File: src/rtl/instruction_fetch_unit_if.sv
// Bundle of the fetch unit's memory, redirect and decode-side signals.
// Handshake: an entry moves to decode on a cycle where InstrValid and InstrReady are both high at the CLK rising edge.
interface instruction_fetch_unit_if;
  logic        FetchEn;
  logic [63:0] ImemAddr;
  logic [31:0] ImemData;
  logic        Redirect;
  logic [63:0] RedirectPC;
  logic        InstrValid;
  logic        InstrReady;
  logic [31:0] Instr;
  logic [63:0] InstrPC;
  logic [1:0]  Count;

  modport slave (
    input  FetchEn, ImemData, Redirect, RedirectPC, InstrReady,
    output ImemAddr, InstrValid, Instr, InstrPC, Count
  );

  modport master (
    output FetchEn, ImemData, Redirect, RedirectPC, InstrReady,
    input  ImemAddr, InstrValid, Instr, InstrPC, Count
  );
endinterface

File: src/rtl/instruction_fetch_unit.sv
// Instruction fetch unit: PC register feeding a combinational instruction memory,
// with a 2-entry {PC, instruction} buffer toward decode and redirect flush.
module instruction_fetch_unit #(
  parameter logic [63:0] RESET_PC = 64'h0
) (
  input logic                         CLK,
  input logic                         Reset_L,
  instruction_fetch_unit_if.slave     bus
);

  logic [63:0] pc_q, pc_d;
  logic [63:0] ent_pc_q  [2];
  logic [63:0] ent_pc_d  [2];
  logic [31:0] ent_ins_q [2];
  logic [31:0] ent_ins_d [2];
  logic        rd_ptr_q, rd_ptr_d;
  logic        wr_ptr_q, wr_ptr_d;
  logic [1:0]  count_q, count_d;

  logic pop;
  logic push;

  assign pop  = (count_q != 2'd0) && bus.InstrReady;
  assign push = bus.FetchEn && !bus.Redirect && ((count_q != 2'd2) || pop);

  always_comb begin
    pc_d      = pc_q;
    ent_pc_d  = ent_pc_q;
    ent_ins_d = ent_ins_q;
    rd_ptr_d  = rd_ptr_q;
    wr_ptr_d  = wr_ptr_q;
    count_d   = count_q;
    if (bus.Redirect) begin
      // A same-cycle pop still reaches decode; its entry is simply flushed here.
      pc_d     = {bus.RedirectPC[63:2], 2'b00};
      rd_ptr_d = 1'b0;
      wr_ptr_d = 1'b0;
      count_d  = 2'd0;
    end else begin
      if (push) begin
        ent_pc_d[wr_ptr_q]  = pc_q;
        ent_ins_d[wr_ptr_q] = bus.ImemData;
        wr_ptr_d            = ~wr_ptr_q;
        pc_d                = pc_q + 64'd4;
      end
      if (pop) begin
        rd_ptr_d = ~rd_ptr_q;
      end
      count_d = count_q + {1'b0, push} - {1'b0, pop};
    end
  end

  always_ff @(posedge CLK) begin
    if (!Reset_L) begin
      pc_q         <= RESET_PC;
      ent_pc_q[0]  <= '0;
      ent_pc_q[1]  <= '0;
      ent_ins_q[0] <= '0;
      ent_ins_q[1] <= '0;
      rd_ptr_q     <= 1'b0;
      wr_ptr_q     <= 1'b0;
      count_q      <= 2'd0;
    end else begin
      pc_q      <= pc_d;
      ent_pc_q  <= ent_pc_d;
      ent_ins_q <= ent_ins_d;
      rd_ptr_q  <= rd_ptr_d;
      wr_ptr_q  <= wr_ptr_d;
      count_q   <= count_d;
    end
  end

  assign bus.ImemAddr   = pc_q;
  assign bus.Count      = count_q;
  assign bus.InstrValid = (count_q != 2'd0);
  assign bus.Instr      = (count_q != 2'd0) ? ent_ins_q[rd_ptr_q] : 32'h0;
  assign bus.InstrPC    = (count_q != 2'd0) ? ent_pc_q[rd_ptr_q]  : 64'h0;

endmodule
File: src/flat_wrapper.sv
// flat-port wrapper written by rule: the top's interface ports become plain ports
module instruction_fetch_unit_flat 
#(
  parameter logic [63:0] RESET_PC = 64'h0
)
  (CLK, Reset_L, bus_FetchEn, bus_ImemData, bus_Redirect, bus_RedirectPC, bus_InstrReady, bus_ImemAddr, bus_InstrValid, bus_Instr, bus_InstrPC, bus_Count);
  instruction_fetch_unit_if bus_i ();
  input logic CLK;
  input logic Reset_L;
  input wire logic [$bits(bus_i.FetchEn)-1:0] bus_FetchEn;
  input wire logic [$bits(bus_i.ImemData)-1:0] bus_ImemData;
  input wire logic [$bits(bus_i.Redirect)-1:0] bus_Redirect;
  input wire logic [$bits(bus_i.RedirectPC)-1:0] bus_RedirectPC;
  input wire logic [$bits(bus_i.InstrReady)-1:0] bus_InstrReady;
  output wire logic [$bits(bus_i.ImemAddr)-1:0] bus_ImemAddr;
  output wire logic [$bits(bus_i.InstrValid)-1:0] bus_InstrValid;
  output wire logic [$bits(bus_i.Instr)-1:0] bus_Instr;
  output wire logic [$bits(bus_i.InstrPC)-1:0] bus_InstrPC;
  output wire logic [$bits(bus_i.Count)-1:0] bus_Count;
  assign bus_i.FetchEn = bus_FetchEn;
  assign bus_i.ImemData = bus_ImemData;
  assign bus_i.Redirect = bus_Redirect;
  assign bus_i.RedirectPC = bus_RedirectPC;
  assign bus_i.InstrReady = bus_InstrReady;
  assign bus_ImemAddr = bus_i.ImemAddr;
  assign bus_InstrValid = bus_i.InstrValid;
  assign bus_Instr = bus_i.Instr;
  assign bus_InstrPC = bus_i.InstrPC;
  assign bus_Count = bus_i.Count;
  instruction_fetch_unit #(.RESET_PC(RESET_PC)) u_core (.CLK(CLK), .Reset_L(Reset_L), .bus(bus_i));
endmodule
File: config.mk
export PLATFORM = sky130hd
export DESIGN_NAME = instruction_fetch_unit_flat
export DESIGN_NICKNAME = d
export VERILOG_FILES = /design/src/rtl/instruction_fetch_unit_if.sv /design/src/rtl/instruction_fetch_unit.sv /design/src/flat_wrapper.sv
export SDC_FILE = /design/constraint.sdc
export NUM_CORES = 1
export LEC_CHECK = 0
export ABC_AREA = 0
export CAP_MARGIN = 20
export CORE_MARGIN = 2
export CORE_UTILIZATION = 36
export CTS_CLUSTER_DIAMETER = 30
export DETAILED_ROUTE_END_ITERATION = 8
export GPL_TIMING_DRIVEN = 0
export PLACE_DENSITY_LB_ADDON = 0.25
export SLEW_MARGIN = 20
export SYNTH_ARGS = -nofsm -noshare
export SYNTH_HDL_FRONTEND = slang
export SYNTH_SLANG_ARGS = --single-unit
File: constraint.sdc
create_clock -name CLK -period 3.3 [get_ports CLK]
set_input_delay 0.33 -clock CLK [delete_from_list [all_inputs] [get_ports CLK]]
set_output_delay 0.33 -clock CLK [all_outputs]
set_load 0.05 [all_outputs]
# Word-level counts from Yosys, hierarchy flattened
# Cells that the tools add are included.
# op_classes
n_div,0
eq_ne,1
n_lt_le_gt_ge,3
n_addsub,3
reduce_logical,10
shifts,0
multipliers,0
muxes,16
bitwise,6
# op_table
cell,n
two-way mux 64 bit,7
two-way mux 32 bit,5
bitwise mux 128 bit,1
adder 64 x 3 -> 64 bit (second input constant),1
bitwise mux 64 bit,1
demux 64 bit (select 1 bit),1
demux 32 bit (select 1 bit),1
greater-or-equal comparator 2 bit (second input constant),2
logical AND 1 bit,4
NOT 1 bit,4
NOT 1 -> 2 bit,2
nonzero test 2 bit,2
adder 2 x 1 -> 2 bit,1
< comparator 2 x 1 -> 1 bit (second input constant),1
inequality test 2 bit (second input constant),1
AND reduction 2 bit,1
OR reduction 2 bit,1
subtractor 2 x 1 -> 2 bit,1
zero test 1 bit,1
logical OR 1 bit,1
# totals
mem_bits_ro,0
latchBits,0
register_bits,260
in_bits,101
elab_cells,48
ram_bits,0
n_memories,0

# Depth between registers and ports, before layout
# Gate-level depths: netlist (run 1).
# depth
word_depth,6
depth_mapped,9

# Worst setup path after synthesis (run 1)
# OpenSTA, ideal clock, no wires.
# synth_timing
path_kind,flip-flop to flip-flop
startpoint,"reg u_core.pc_q[15], in the netlist u_core.bus.ImemAddr[15]"
endpoint,"reg u_core.pc_q[61], in the netlist u_core.bus.ImemAddr[61]"
setup_slack_ps,592
arrival_ps,2644
synth_period_minus_slack_ps,2708
setup_ps,64
stages_incl_launch_ff,7
path_cell_list,dfxtp_1 > nand4_4 > or4_1 > or4_1 > buf_2 > or4_1 > nand3_1
# synth_between
elab_chain_cells,3
# synth_rtl
item,line,source
start: declaration,instruction_fetch_unit.sv:11,"logic [63:0] pc_q, pc_d;"
start signal: assignment,instruction_fetch_unit.sv:64,pc_q <= pc_d;
adder 64 x 3 -> 64 bit,instruction_fetch_unit.sv:44,pc_d = pc_q + 64'd4;
two-way mux 64 bit,instruction_fetch_unit.sv:40,if (push) begin
two-way mux 64 bit,instruction_fetch_unit.sv:33,if (bus.Redirect) begin
# Every way passes these cells. The select of a mux whose other input is x is not followed.
# A chain may end at the register's enable or synchronous reset.

# Final worst setup path (run 1)
# layout_timing
startpoint,"reg u_core.count_q[0], in the netlist u_core.bus.Count[0]"
endpoint,reg u_core.ent_ins_q[35] in the netlist's numbering
# layout_between
elab_chain_cells,5
word_cells_on_any_way,6
# layout_rtl
item,line,source
start: declaration,instruction_fetch_unit.sv:18,"logic [1:0] count_q, count_d;"
start signal: assignment,instruction_fetch_unit.sv:69,count_q <= count_d;
nonzero test 2 bit,instruction_fetch_unit.sv:23,assign pop = (count_q != 2'd0) && bus.InstrReady;
logical AND 1 bit,instruction_fetch_unit.sv:23,
logical OR 1 bit *,instruction_fetch_unit.sv:24,assign push = bus.FetchEn && !bus.Redirect && ((count_q != 2'd2) || pop);
logical AND 1 bit *,instruction_fetch_unit.sv:24,
AND reduction 2 bit (no line) *,-,
end signal: assignment,instruction_fetch_unit.sv:66,ent_ins_q <= ent_ins_d;
end: declaration,instruction_fetch_unit.sv:14,logic [31:0] ent_ins_q [2];
# Mark *: on every way between the ends. The rest lies on a longest branch, timed or not.

==> metrics, run 1 <==
status complete, no violations; P_leak 6.04 nW; layout cells sized above 1 8.25%; Syn. warnings 0; vias in the first global route 12400; IO Port Bufs 255; total power 10.6 mW; post-route ant nets 0; fill cell count 3275; maximum buffer depth of the clock tree 3; asr flop ratio synth 0%; Synth area leaders dfxtp_1, nand2_1, a21boi_0, mux2i_1, nor2_1; I/O pins 264; Cell Rows 68; register area 0.00508 sq mm; # DRC 0; Synth top area share 40.4%; largest net degree at the start of global routing 17; Relative slew margins 34.5%; Max Slew Vio Count 0; Initial Util 36.5%; clk_lat worst skew 580 ps; Vias 12600; Max-Cap Viols 0; die area 0.0365 sq mm; pwr/cell area 593 mW/mm^2; GPL Wtd Cong 0.869; Reg clk slew, reported paths 50 ps; sequential element share of the synthesized area 40.4%; first drt pass iteration count 5; CP startpoint kind flop; most common cell after layout, fill and taps aside nand2_1; CTS tree yes; global-route wire length before repair 69800 um; syn avg cell area 7.88 sq um; Max FO, Critical Path 10; CTS sink cnt 254; CTS Root Buffer Type clkbuf_16; Layout Cells excl Fill 2419; HPWL Detailed 32700 um; Synth Register Bits 254; Post-CTS Setup Bufs 0; most frequent cells in the layout nand2_1, dfxtp_1, clkdlybuf4s50_1; area leader, netlist dfxtp_1; Tightest Pin Transition 983 ps; total track usage 24.4%; initial antenna violation count 2; Vias/cell 5.21; Net count, final 2018; final worst-path cycle share 96.9%; GRT Residual Overflow 0; Post-synth EDFFs 0; area delta synth->final 41.6%; WP data arrival 3680 ps; setup slack at placement -460 ps; initial DRC count 733; Cells after Synth 1596; worst vdd ir 0.416 mV; Final Skew 19.2 ps; core area 0.0345 sq mm; dpl cells 2309; min Tclk post-route 3200 ps; routed length per instance 18.8 um; number of diodes 0; Hold Crit Class input port to flop; Hold Vio Cnt, Final 0; fin util 51.7%; worst path required time 3780 ps; area occupied by multi-input gates 0.00686 sq mm; predominant post-synthesis flop cell dfxtp_1; Setup-failing EPs final 0; Yosys cell types 63; Worst Setup Slack, final 103 ps; Die Span Y 191 um; CP Class flop to flop; H-tree depth 2; routed wire length 45500 um; Crit. End Element flop; Die W 191 um; f_max 313 MHz; CTS Buf Count 59; Netlist Area Pre-Place 0.0126 sq mm
[cells by family after synthesis]
family / Yosys count / synth area share (%)
other: 1 / 0.0298
multiplexers: 98 / 7.82
adder cells (fa/ha/maj): 3 / 0.298
XOR/XNOR: 34 / 2.37
buffers and inverters: 148 / 5.23
AND/OR/NAND/NOR: 738 / 26.3
flip-flops: 254 / 40.4
AO/OA/AOI/OAI: 320 / 17.5
[where the power goes]
part	internal (mW)	switching (mW)
logic	0.394	0.666
clock network	4.26	1.92
registers	3.18	0.137
total	7.83	2.73
[cell type report]
| class | instances | area share (%) |
|---|---|---|
| sequential | 254 | 28.5 |
| timing repair buffer | 255 | 14.0 |
| inverter | 8 | 0.169 |
| clock inverter | 39 | 2.91 |
| tap | 455 | 3.20 |
| clock buffer | 72 | 9.07 |
| multi-input combinational | 1197 | 38.5 |
| buffer | 139 | 3.66 |
[final timing paths]
path / from / to / slack (ps) / cells after the start
worst max-delay path: u_core.bus.Count[0] / u_core.ent_ins_q[35] / 100 / 8
worst min-delay path: Reset_L / u_core.wr_ptr_q / 290 / 3
worst max register to register: u_core.bus.Count[0] / u_core.ent_ins_q[35] / 100 / 8
worst min register to register: u_core.ent_ins_q[15] / u_core.ent_ins_q[15] / 460 / 2
[state kept, by name, summed over array words and instances, names as in the netlist]
name,cells
u_core.bus.Count,2
u_core.bus.ImemAddr,62
u_core.ent_ins_q,64
u_core.ent_pc_q,124
u_core.rd_ptr_q,1
u_core.wr_ptr_q,1
[metrics by stage]
stage | hold WS (ps) | setup TNS, ps | cell area [sq um]
floorplan | 443 | 0 | 12600
global placement | 448 | -29070 | 15700
detailed placement | 457 | -30820 | 15700
CTS | 260 | 0 | 17800
global route | 321 | -85.4 | 17800
finish | 288 | 0 | 17800
[cells in the mapped netlist, types with 17 or more instances]
library cell and count:
clkbuf_1 108, a21oi_1 24, a21boi_0 188, nor2_1 118, mux2i_1 96, xnor2_1 24, o21ai_0 63, nor4_1 17
nand2_1 429, nand4_1 27, dfxtp_1 254, nand3_1 44
[routing by layer]
layer	GRT usage (%)	part of all wire, %	vias up
li1	-	-	6091
met1	31.9	44	5947
met2	39.4	45	473
met3	4.83	7.4	93
met4	9.42	3.3	4
met5	0	0.059	-
[critical path, cell delays in order, from the launching register on]
cell,delay (ps)
dfxtp_1,430
or3b_2,170
clkbuf_8,150
nand2_1,130
nor3_1,560
dlygate4sd1_1,810
clkbuf_1,510
nand2_1,120
a21boi_0,210
[repair_timing]
action                                  4_1_cts  5_1_grt
gates resized for setup                      69        5
gates cloned                                  0        0
endpoints found under the setup margin       94       12
hold buffers                                  0        0
(Power assumes the default switching activity.)
==> inputs of run 2 (changes only) <==
==> constraint.sdc (replaced) <==
create_clock -name CLK -period 3.3 [get_ports CLK]
set_input_delay 0.33 -clock CLK [delete_from_list [all_inputs] [get_ports CLK]]
set_output_delay 0.33 -clock CLK [all_outputs]
set_load 0.01 [all_outputs]
==> run 2 against run 1 <==
Compared with the run above:
- final area grew 0.26%
- sequential share of layout area down 0.074 points
- first-iteration DRC count increased by 9.8%
- register-to-register slack improved by 30 ps
- total power is 1.8% lower
- final cell count did not move
==> metrics, run 2 (synthesis gave the netlist of run 1 again) <==
Initial Util 36.5% (unchanged); Max FO, Critical Path 10 (unchanged); Die W 191 um (unchanged); f_max 316 MHz (+1.0%); Clock Power Share 59.6% (+1.1 points); first drt pass iteration count 5 (unchanged); initial DRC count 805 (+9.8%); Relative slew margins 32.2% (-2.3 points); Tightest Pin Transition 1020 ps (+34.2 ps); total power 10.4 mW (-1.8%); Die Span Y 191 um (unchanged); layout cells sized above 1 8.04% (-0.20 points); most common cell after layout, fill and taps aside nand2_1; Sw Pwr 2.53 mW (-7.1%); P_leak 5.78 nW (-4.3%); Post-CTS Hold Fix Bufs 0 (unchanged); routed wire length 45500 um (about the same); IO Port Bufs 255 (unchanged); Worst Path Buf+Inv 3 (unchanged); GPL Wtd Cong 0.869 (unchanged); Largest Register u_core.ent_pc_q; part of the power in registers 32.0% (+0.5 points); CTS Buf Count 59 (unchanged); critical-path cell list nor2_2 -> clkbuf_4 -> buf_1 -> nor2_1 -> clkdlybuf4s50_1; initial antenna violation count 2 (unchanged); Vias 12600 (+0.16%); number of diodes 0 (unchanged); worst path required time 2970 ps (-810 ps); Finished Cell Area 0.0179 sq mm (+0.26%); Net count, final 2018 (unchanged); worst vdd ir 0.415 mV (-0.27%); HPWL Detailed 32700 um (unchanged); Max Slew Vio Count 0 (unchanged); status complete, no violations; max reg flops 124 (unchanged); Final Skew 20.2 ps (+1.00 ps); CP delay by family, top buffers and inverters; final hold slack 285 ps (-3.32 ps); Worst path max stage delay 500 ps (-310 ps); Max-Cap Viols 0 (unchanged); CTS sink cnt 254 (unchanged); routed length per instance 18.8 um (about the same); core area 0.0345 sq mm (unchanged); min Tclk post-route 3160 ps (-32.3 ps); die area 0.0365 sq mm (unchanged); RSZ-0062 raised after global routing false; CP Class flop to output pin; placed cell area 0.0157 sq mm (unchanged); clk_lat worst skew 580 ps (about the same); Reg clk slew, reported paths 50 ps (about the same); most frequent cells in the layout nand2_1, clkdlybuf4s50_1, dfxtp_1; H-tree depth 2 (unchanged); Cell Rows 68 (unchanged); P_int 7.84 mW (about the same); # DRC 0 (unchanged); Worst Setup Slack, final 135 ps (+32.3 ps); Hold Crit Class input port to flop; area delta synth->final 42.0%; global-route wire length before repair 69700 um (-0.14%); Crit. End Element output pin; Logic pwr share 8.4% (-1.6 points); largest net degree at the start of global routing 17 (unchanged); GRT Residual Overflow 0 (unchanged); pwr/cell area 580 mW/mm^2 (-2.1%); Setup-failing EPs final 0 (unchanged); setup slack at placement -234 ps (+225 ps); final worst-path cycle share 95.9% (-0.98 points); total track usage 24.3% (-0.031 points); Vias/cell 5.22 (+0.16%); WP data arrival 2830 ps (-850 ps); switch share 24.4% (-1.4 points); CTS Root Buffer Type clkbuf_16; post-route ant nets 0 (unchanged); CTS tree yes; CP startpoint kind flop; maximum buffer depth of the clock tree 3 (unchanged); Fin Setup TNS 0 ps (unchanged); I/O pins 264 (unchanged); Hold Vio Cnt, Final 0 (unchanged); Critical-path top delay cell clkdlybuf4s50_1; vias in the first global route 12400 (-0.23%)
==> run 2: cell type report <==
class	count	area, sq um
inverter	8	30.0
timing repair buffer	255	2550
clock buffer	72	1620
fill	3255	16600
clock inverter	39	518
tap	455	569
sequential	254	5080
multi-input combinational	1197	6850
buffer	139	642
==> run 2: final timing paths <==
check	cells past startpoint	startpoint	slack, ps	endpoint
worst max register to register	8	u_core.bus.Count[1]	140	u_core.ent_ins_q[35]
worst min-delay path	3	Reset_L	280	u_core.wr_ptr_q
worst max-delay path	5	u_core.bus.Count[1]	140	bus_Instr[11]
worst min register to register	2	u_core.ent_ins_q[15]	460	u_core.ent_ins_q[15]
==> run 2: repair_timing <==
action / 4_1_cts / 5_1_grt
setup buffers: 0 / 0
resized for setup: 14 / 5
pin swaps: 0 / 0
hold endpoints to repair: 0 / 0
endpoints found under the setup margin: 66 / 49
==> run 2: stage by stage <==
step / utilization (%) / std cells
after floorplan: - / 1599
after global placement: 45.6 / 2309
after detailed placement: 45.6 / 2309
after CTS: 51.8 / 2419
after global routing: 51.8 / 2419
final: 51.8 / 2419
==> run 2: worst reg2reg max path: cells and delay by family (launching register included) <==
kind | cells | cell delay [ps]
compound gates | 1 | 210
simple gates | 4 | 1060
buf+inv | 3 | 1450
flops | 1 | 350
==> run 2: power groups by stage <==
stage | sequential (mW) | combinational, mW | clock (mW)
CTS | 3.32 | 0.868 | 6.23
floorplan | 3.35 | 0.409 | 0
detailed placement | 3.37 | 0.862 | 0
finish | 3.32 | 0.868 | 6.18
global route | 3.33 | 0.939 | 6.40
global placement | 3.37 | 0.852 | 0
==> run 2: routing by layer <==
layer / track usage [%] / up-vias / part of all wire, %
li1: - / 6097 / -
met1: 31.9 / 5982 / 44
met2: 39.3 / 449 / 45
met3: 4.81 / 96 / 7.1
met4: 9.42 / 4 / 3.4
met5: 0 / - / 0.059
==> inputs of run 3 (changes only) <==
- CORE_ASPECT_RATIO: not set -> 1.75
==> run 3 against run 2 <==
Compared with the run above:
- via count down 0.85%
- fmax is 0.62% higher
- sequential share of layout area up 0.96 points
- clock-buffer cell count down 19
- combinational power shrank 0.7%
- global-route usage shrank 0.19 points
- final cell count decreased by 0.91%
- non-clock buffer count unchanged
- first-iteration DRC count up 2.5%
- register-to-register slack improved by 60 ps
- critical path type unchanged
- highest routed layer unchanged
==> metrics, run 3 (synthesis gave the netlist of run 1 again) <==
status complete, no violations; worst path required time 2970 ps (about the same); Post-CTS Setup Bufs 0 (unchanged); area occupied by multi-input gates 0.00685 sq mm (unchanged); f_max 318 MHz (+0.62%); Net count, final 2004 (-0.69%); setup slack at placement -246 ps (-11.9 ps); CTS Buf Count 45 (-24%); RSZ-0062 raised after global routing false; R2R Path End u_core.ent_pc_q[119]; Initial Util 36.5% (unchanged); Max FO, Critical Path 10 (unchanged); global-route wire length before repair 69600 um (about the same); register area 0.00508 sq mm (unchanged); final hold slack 318 ps (+33.3 ps); Reg clk slew, reported paths 50 ps (about the same); largest net degree at the start of global routing 12 (-5); Final Skew 21.8 ps (+1.57 ps); Hold Crit Class input port to flop; most common cell after layout, fill and taps aside nand2_1; Worst R2R Setup Slack 200 ps (+60 ps); Cell Rows 90 (+32%); clk_lat worst skew 550 ps (-30 ps); switch share 26.2% (+1.8 points); WP data arrival 2820 ps (about the same); area delta synth->final 37.4%; CP Class flop to output pin; CP startpoint kind flop; maximum buffer depth of the clock tree 3 (unchanged); H-tree depth 2 (unchanged); Relative slew margins 33.0% (+0.78 points); Tightest Pin Transition 997 ps (-20.0 ps); initial DRC count 825 (+2.5%); post-route ant nets 0 (unchanged); worst reg2reg startpoint u_core.bus.Count[1]; layout cells sized above 1 6.81% (-1.2 points); Vias/cell 5.22 (about the same); pwr/cell area 514 mW/mm^2 (-11%); final worst-path cycle share 95.3% (-0.59 points); initial antenna violation count 1 (-1); die area 0.0365 sq mm (+0.16%); reg2reg path depth 9 (+1); HPWL Detailed 33800 um (+3.3%); CTS Root Buffer Type clkbuf_16; Clock Power Share 52.9% (-6.7 points); worst vdd ir 0.381 mV (-8.2%); part of the power in registers 37.4% (+5.4 points); Max-Cap Viols 0 (unchanged); Sw Pwr 2.33 mW (-8.1%); vias in the first global route 12200 (-1.4%); Max Slew Vio Count 0 (unchanged); Setup-failing EPs final 0 (unchanged); max reg flops 124 (unchanged); GRT Residual Overflow 0 (unchanged); most frequent cells in the layout nand2_1, clkdlybuf4s50_1, dfxtp_1; routed length per instance 19.0 um (+1.1%); number of diodes 0 (unchanged); Worst Hold Path EP u_core.wr_ptr_q; fill cell count 3444 (+5.8%); Die W 145 um (-24%); Largest Register u_core.ent_pc_q; routed wire length 45500 um (+0.19%); P_int 6.55 mW (-16%); IO Port Bufs 255 (unchanged); Worst Setup Slack, final 155 ps (+19.5 ps); Vias 12500 (-0.85%); hold depth 3 (unchanged); CTS tree yes; Crit. End Element output pin; min Tclk post-route 3150 ps (-19.5 ps); core area 0.0345 sq mm (unchanged); P_leak 5.49 nW (-5.0%); total track usage 24.1% (-0.19 points); Worst Hold Launch Reset_L; Post-CTS Hold Fix Bufs 0 (unchanged); GPL Wtd Cong 0.844 (-2.8%); Die Span Y 251 um (+32%); Logic pwr share 9.7% (+1.3 points); first drt pass iteration count 5 (unchanged); Hold Vio Cnt, Final 0 (unchanged); I/O pins 264 (unchanged); # DRC 0 (unchanged); CTS sink cnt 254 (unchanged)
run 3: critical path, stage by stage, from the launching register on:
cell	delay [ps]
dfxtp_1	610
buf_4	350
clkbuf_2	380
mux2i_1	360
nor2_1	70
clkdlybuf4s50_1	490
run 3: timing repair:
action,CTS,global route
setup endpoints to repair,61,9
gates resized for setup,12,1
pin swaps,0,0
run 3: worst max-delay path by stage:
stage	from	end	cells past startpoint
floorplan	u_core.bus.ImemAddr[15]	u_core.bus.ImemAddr[61]	6
global placement	bus_InstrReady	u_core.ent_ins_q[56]	10
detailed placement	bus_InstrReady	u_core.ent_ins_q[46]	10
CTS	u_core.rd_ptr_q	bus_Instr[28]	6
global route	u_core.bus.Count[1]	u_core.ent_pc_q[116]	9
finish	u_core.rd_ptr_q	bus_Instr[27]	5
run 3: area by class of cell:
cell class	instances	area share (%)
inverters	8	0.174
plain buffers	139	3.69
repair buffers	255	14.8
clock inverters	31	1.74
multi-input cells	1197	39.6
well taps	460	3.33
clock buffers	53	7.23
flip-flops and latches	254	29.4
run 3: through the flow:
step                      area, sq um  TNS (ps)  utilization (%)  std cells  power, mW
after floorplan                 12600         0                -       1599       3.76
after global routing            17300         0             50.1       2397       9.15
after detailed placement        15700    -12310             45.6       2314       4.24
after global placement          15700    -12600             45.6       2314       4.23
final                           17300         0             50.1       2397       8.88
after CTS                       17300         0             50.2       2398       8.94
run 3: metal layers:
metal	global-route usage [%]	vias up	part of all wire, %
li1	-	6061	-
met1	27.4	5936	38
met2	44.9	423	52
met3	3.09	99	5.3
met4	10.6	2	4.2
met5	0	-	0.029
run 3: power groups by stage:
stage	sequential [mW]	combinational, mW	clock, mW
floorplan	3.35	0.409	0
global placement	3.37	0.853	0
detailed placement	3.38	0.860	0
CTS	3.31	0.865	4.76
global route	3.33	0.933	4.89
finish	3.32	0.862	4.70
